### src/rtl/sound_sequencer.sv
// Timed note-event sequencer and write arbiter feeding the 4-channel square-wave sound block.
// Queued {wait, ch, divider} events are replayed with tick delays; direct CPU writes always win the bus.
module sound_sequencer #(
  parameter int unsigned FIFO_DEPTH = 8,
  parameter int unsigned TICK_DIV   = 50000
) (
  input  logic                         clk,
  input  logic                         rst,
  input  logic                         cmd_wr,
  input  logic [23:0]                  cmd_data,
  output logic                         cmd_ready,
  input  logic                         flush,
  input  logic                         cpu_wr,
  input  logic [15:0]                  cpu_data,
  output logic                         snd_wr_en,
  output logic [15:0]                  snd_data,
  output logic                         busy,
  output logic                         overflow,
  output logic [$clog2(FIFO_DEPTH):0]  fifo_count
);

  localparam int unsigned AW = $clog2(FIFO_DEPTH);
  localparam int unsigned CW = AW + 1;
  localparam int unsigned PW = $clog2(TICK_DIV);

  localparam logic [1:0] ST_IDLE    = 2'd0;
  localparam logic [1:0] ST_ISSUE   = 2'd1;
  localparam logic [1:0] ST_WAIT    = 2'd2;
  localparam logic [1:0] ST_SILENCE = 2'd3;

  logic [23:0]   r_mem [FIFO_DEPTH];
  logic [AW-1:0] r_wr_ptr;
  logic [AW-1:0] r_rd_ptr;
  logic [CW-1:0] r_count;
  logic          r_overflow;
  logic [23:0]   r_cur;

  logic [1:0]    r_state;
  logic [1:0]    r_idx;
  logic [7:0]    r_wait_cnt;
  logic [PW-1:0] r_pres;
  logic          r_snd_wr_en;
  logic [15:0]   r_snd_data;

  logic          w_full;
  logic          w_empty;
  logic          w_pop;
  logic          w_push;
  logic [1:0]    w_state_nxt;
  logic [1:0]    w_idx_nxt;
  logic [7:0]    w_wait_nxt;
  logic [PW-1:0] w_pres_nxt;
  logic          w_wr_nxt;
  logic [15:0]   w_data_nxt;

  assign w_full  = (r_count == CW'(FIFO_DEPTH));
  assign w_empty = (r_count == '0);
  assign w_pop   = (r_state == ST_IDLE) && !w_empty && !flush;
  // A pop frees a slot in the same cycle, so a full FIFO still accepts a push then.
  assign w_push  = cmd_wr && !flush && (!w_full || w_pop);

  assign cmd_ready  = !w_full;
  assign busy       = (r_state != ST_IDLE) || !w_empty;
  assign overflow   = r_overflow;
  assign fifo_count = r_count;
  assign snd_wr_en  = r_snd_wr_en;
  assign snd_data   = r_snd_data;

  // Event FIFO pointers, occupancy and sticky overflow.
  always_ff @(posedge clk) begin
    if (rst || flush) begin
      r_wr_ptr   <= '0;
      r_rd_ptr   <= '0;
      r_count    <= '0;
      r_overflow <= 1'b0;
    end else begin
      if (w_push) r_wr_ptr <= r_wr_ptr + AW'(1);
      if (w_pop)  r_rd_ptr <= r_rd_ptr + AW'(1);
      r_count <= r_count + CW'(w_push) - CW'(w_pop);
      if (cmd_wr && w_full && !w_pop) r_overflow <= 1'b1;
    end
  end

  always_ff @(posedge clk) begin
    if (w_push) r_mem[r_wr_ptr] <= cmd_data;
  end

  always_ff @(posedge clk) begin
    if (rst)        r_cur <= '0;
    else if (w_pop) r_cur <= r_mem[r_rd_ptr];
  end

  // State and registered bus outputs.
  always_ff @(posedge clk) begin
    if (rst) begin
      r_state     <= ST_IDLE;
      r_idx       <= '0;
      r_wait_cnt  <= '0;
      r_pres      <= '0;
      r_snd_wr_en <= 1'b0;
      r_snd_data  <= '0;
    end else begin
      r_state     <= w_state_nxt;
      r_idx       <= w_idx_nxt;
      r_wait_cnt  <= w_wait_nxt;
      r_pres      <= w_pres_nxt;
      r_snd_wr_en <= w_wr_nxt;
      r_snd_data  <= w_data_nxt;
    end
  end

  // Next state and bus arbitration; a CPU write stalls ISSUE/SILENCE instead of being merged.
  always_comb begin
    w_state_nxt = r_state;
    w_idx_nxt   = r_idx;
    w_wait_nxt  = r_wait_cnt;
    w_pres_nxt  = r_pres;
    w_wr_nxt    = 1'b0;
    w_data_nxt  = r_snd_data;

    if (cpu_wr) begin
      w_wr_nxt   = 1'b1;
      w_data_nxt = cpu_data;
    end

    if (flush) begin
      w_state_nxt = ST_SILENCE;
      w_idx_nxt   = '0;
      w_wait_nxt  = '0;
      w_pres_nxt  = '0;
    end else begin
      case (r_state)
        ST_IDLE: begin
          if (!w_empty) w_state_nxt = ST_ISSUE;
        end
        ST_ISSUE: begin
          if (!cpu_wr) begin
            w_wr_nxt   = 1'b1;
            w_data_nxt = r_cur[15:0];
            w_pres_nxt = '0;
            if (r_cur[23:16] == 8'd0) begin
              w_state_nxt = ST_IDLE;
            end else begin
              w_wait_nxt  = r_cur[23:16];
              w_state_nxt = ST_WAIT;
            end
          end
        end
        ST_WAIT: begin
          if (r_pres == PW'(TICK_DIV - 1)) begin
            w_pres_nxt = '0;
            w_wait_nxt = r_wait_cnt - 8'd1;
            if (r_wait_cnt == 8'd1) w_state_nxt = ST_IDLE;
          end else begin
            w_pres_nxt = r_pres + PW'(1);
          end
        end
        ST_SILENCE: begin
          if (!cpu_wr) begin
            w_wr_nxt   = 1'b1;
            w_data_nxt = {r_idx, 14'd0};
            w_idx_nxt  = r_idx + 2'd1;
            if (r_idx == 2'd3) w_state_nxt = ST_IDLE;
          end
        end
        default: w_state_nxt = ST_IDLE;
      endcase
    end
  end

endmodule
### config.mk
export PLATFORM = sky130hd
export DESIGN_NAME = sound_sequencer
export DESIGN_NICKNAME = d
export VERILOG_FILES = /design/src/rtl/sound_sequencer.sv
export SDC_FILE = /design/constraint.sdc
export NUM_CORES = 1
export LEC_CHECK = 0
export CORE_ASPECT_RATIO = 2
export CORE_UTILIZATION = 25
export CTS_BUF_LIST = sky130_fd_sc_hd__clkbuf_4 sky130_fd_sc_hd__clkbuf_8 sky130_fd_sc_hd__clkbuf_16
export DETAILED_ROUTE_END_ITERATION = 12
export GPL_TIMING_DRIVEN = 1
export MAX_ROUTING_LAYER = met4
export PLACE_DENSITY = 0.4
export SLEW_MARGIN = 0
export SYNTH_ARGS = -nofsm -noshare
export SYNTH_HDL_FRONTEND = slang
export SYNTH_SLANG_ARGS = --single-unit
### constraint.sdc
create_clock -name clk -period 10.57 [get_ports clk]
set_clock_uncertainty 0.15 [all_clocks]
set_input_delay 2.114 -clock clk [delete_from_list [all_inputs] [get_ports clk]]
set_output_delay 2.114 -clock clk [all_outputs]
set_load 0.01 [all_outputs]
==> impl_results.md <==
* Clock transition at the registers of the reported paths at ~0.07 ns
* Met1 track utilization from global routing at approximately an eighth
* Critical path fanouts, max at 5
* Most frequent cells in the layout: 192 x edfxtp_1, 77 x dfxtp_1, 74 x nor2_1
* Iteration-0 DRC count of the detailed router at between 200 and 300
* HPWL after detailed placement at ~17 mm
* Num Clock Sinks at ~270
* Antenna diode count at 0
* Rows at between 100 and 150
* Final-report setup violation count at 0
* Synthesized-area fraction occupied by and/or/nand/nor cells at under 10%
* Area of the die at 44,800 um2
* Vertical extent of the die at between 200 and 300 um
* Compound-Gate Fraction of Synth Area at roughly 7.3%
* Leftover overflow at the end of global routing at 0
* End of the worst register-to-register path: r_mem[1][13]$_DFFE_PP_
* Global placer's final weighted congestion at 0.775
* Switching power share of the total at a little over a fifth
* Cell count after synthesis at about 730
* Number of warnings issued by yosys at 0
* Core area at roughly 43,000 um2
* Hold_buf cts at 0
* Result of the run: completed
* Overall die width at roughly 150 um
* Most instantiated flip-flop cell in the synthesis netlist: edfxtp_1
* Met3 track demand over resource in global routing at under 10%
* GRT Resource Usage Total at between 10% and 20%
* Setup Total Neg Slack at 0 ns
* Slew Limit Headroom at 31.5%
* Worst-margin pin slew at around 1.0 ns
* Max-slew violations at 0
* CTS Buf Count at 27
* Fmax at between 200 and 250 MHz
* Power share of the sequential group at 50.2%
* Final period util at a little over two fifths
* Number of placed I/O pins at 69
* Post-synthesis sequential element count at roughly 270
* Total length of routed wires at around 27 mm
* CP Capture Point: busy
* Area share of xor/xnor cells in the synthesized design at 1.12%
* Arrival @ worst endpoint at approximately 2.4 ns
* Worst voltage drop across the vdd grid at between 0.1 and 0.15 mV
* Most frequent standard cell in the layout excluding fill and tap cells: edfxtp_1
* Setup Buffers After CTS at 0
* Adder-cell share of the synthesized area at under 10%
* Reg2reg path depth at 8
* Reg2Reg Launch Point: fifo_count[2]$_SDFF_PP0_
* Clock Path Buffers at 3
* Total internal power at roughly 1800 uW
* Static leakage power at slightly above 0.004 uW
* RSZ-0062 raised after global routing: no
* Minimum clock period after layout at approximately 4.6 ns
* Reg-to-reg slack, setup at ~7.6 ns
* Combinational family with the most area after synthesis: multiplexers
* Critical Path RT at 8.31 ns
* Number of hold violations in the final report at 0
* Remaining DRCs at 0
* Startpoint class of the critical path: flip-flop
* Worst setup slack after placement at around 5.3 ns
* Starting utilization of the core area at 25.3%
* Syn avg cell area at between 10 and 15 um2
* Number of levels the H-tree was split into at 1
* Clock network fraction of design power at around 44%
* Combinational fraction of design power at between 5 and 6%
* Number of synthesized flops with an enable pin at around 190
* Total number of vias at between 6,000 and 7,000
* Area growth from synthesis to final layout at 20.1%
* Path category of the worst min-delay check: reg -> reg
* Ratio of cells with drive above 1 in the final layout at between 15 and 20%
* Cell area after synthesis at 11,000 um2
* First-pass detailed-route iteration total at 4
* Detailed-route wire length per cell at ~20 um
* Switching power of the nets at 510 uW
* Post-route ant nets at 0
* Maximum number of pins on one net before global-route repair at 53
* Post-CTS sizing at 0
* Number of antenna violations at the first check in global routing at 0
* MaxCap Viol Count at 0
* Clock tree from TritonCTS: yes
* First-pass GRT wire length at 40.7 mm
* Setup CP Type: reg -> out
* Met2 routing resource usage after global routing at a little under a quarter
* Vias in the first global route at about 6,600
* Share of synthesized area occupied by flip-flops and latches at 67.1%
* Nets at approximately 860
* Capturing element type of the critical path: output port
* Clock latency on the worst-skew pair at around 0.56 ns
* Count of distinct cell types in the synthesized netlist at 60
* Total of buffers placed on input and output ports at 68
* Proportion of register bits with asynchronous set or reset after synthesis at 0%
* Smallest setup slack after layout at 5.93 ns
* PwrDens at between 150 and 200 nW/um2
* Syn Nets at between 700 and 800
* Buffer type at the clock tree root: clkbuf_16
* Multiplexer area fraction after synthesis at 12.6%
* Gr busiest metal: met2
* Number of vias per cell after detailed routing at between 4 and 5
* Worst Setup SP: fifo_count[2]$_SDFF_PP0_
* Layout filler cell count at ~4,300
power groups by stage:
stage | clock network, uW | registers (uW) | logic (uW)
floorplan | 0 | 1190 | 76.5
global placement | 0 | 1190 | 140
CTS | 1060 | 1170 | 141
detailed placement | 0 | 1190 | 141
global route | 1090 | 1170 | 152
finish | 1020 | 1170 | 137
flip-flops by register name (all words and copies together) (netlist names), 3 cells and up:
signal      flops
fifo_count      4
r_cur          24
r_mem         192
r_pres         16
r_rd_ptr        3
r_wait_cnt      8
r_wr_ptr        3
snd_data       16
worst max-delay path, stage by stage, from the launching register on:
cell and delay, ns:
dfxtp_1 0.31, inv_1 0.10, ha_1 0.15, nor3b_1 0.57, nand2_1 0.17, clkdlybuf4s50_1 0.52
Yosys cell counts (all sizes together) (13+ instances only):
master | instances | area, um2
a21oi | 31 | 155
nor2 | 80 | 300
inv | 27 | 101
buf | 19 | 114
mux4 | 48 | 1080
nand2 | 29 | 109
edfxtp | 192 | 5770
a2111oi | 16 | 140
clkbuf | 26 | 97.6
dfxtp | 80 | 1600
a211oi | 27 | 220
mux2i | 30 | 300
o21ai | 13 | 68.8
routing by layer:
layer | vias to the layer above | wire, um
met4 | 0 | 912
met5 | - | 0
met1 | 3100 | 10000
met3 | 45 | 753
met2 | 102 | 15200
li1 | 2945 | -
per-stage QoR:
step	utilization [%]	total power (uW)	area, um2	hold WS, ns	std cells
global placement	28.3	1330	12300	0.306	1319
detailed placement	28.3	1330	12300	0.316	1319
finish	30.4	2330	13200	0.322	1369
floorplan	-	1270	11000	0.291	733
global route	30.4	2410	13200	0.368	1369
CTS	30.4	2370	13200	0.332	1369
worst min path at each step:
stage	to	startpoint	cells past startpoint
finish	overflow$_SDFFE_PP0P_	overflow$_SDFFE_PP0P_	2
global route	r_cur[4]$_SDFFE_PP0N_	r_cur[4]$_SDFFE_PP0N_	2
global placement	overflow$_SDFFE_PP0P_	overflow$_SDFFE_PP0P_	2
detailed placement	overflow$_SDFFE_PP0P_	overflow$_SDFFE_PP0P_	2
CTS	overflow$_SDFFE_PP0P_	overflow$_SDFFE_PP0P_	2
floorplan	r_pres[15]$_SDFFE_PP0P_	r_pres[15]$_SDFFE_PP0P_	1
cell families (layout without fill, tap and decap cells):
logic type	after synthesis	in the layout
flops	272	272
simple gates	172	172
compound gates	113	113
mux	78	78
buf+inv	72	158
xor+xnor	14	14
fa+ha+maj	12	12
cell type report:
cell class / instances / area, um2 / share of cell area, %
flip-flops and latches: 272 / 7370 / 55.9
multi-input cells: 389 / 3320 / 25.2
repair buffers: 81 / 773 / 5.86
clock buffers: 31 / 706 / 5.35
well taps: 550 / 688 / 5.22
clock inverters: 19 / 224 / 1.70
inverters: 27 / 101 / 0.769
No activity file was read; power rests on OpenSTA's default activity.
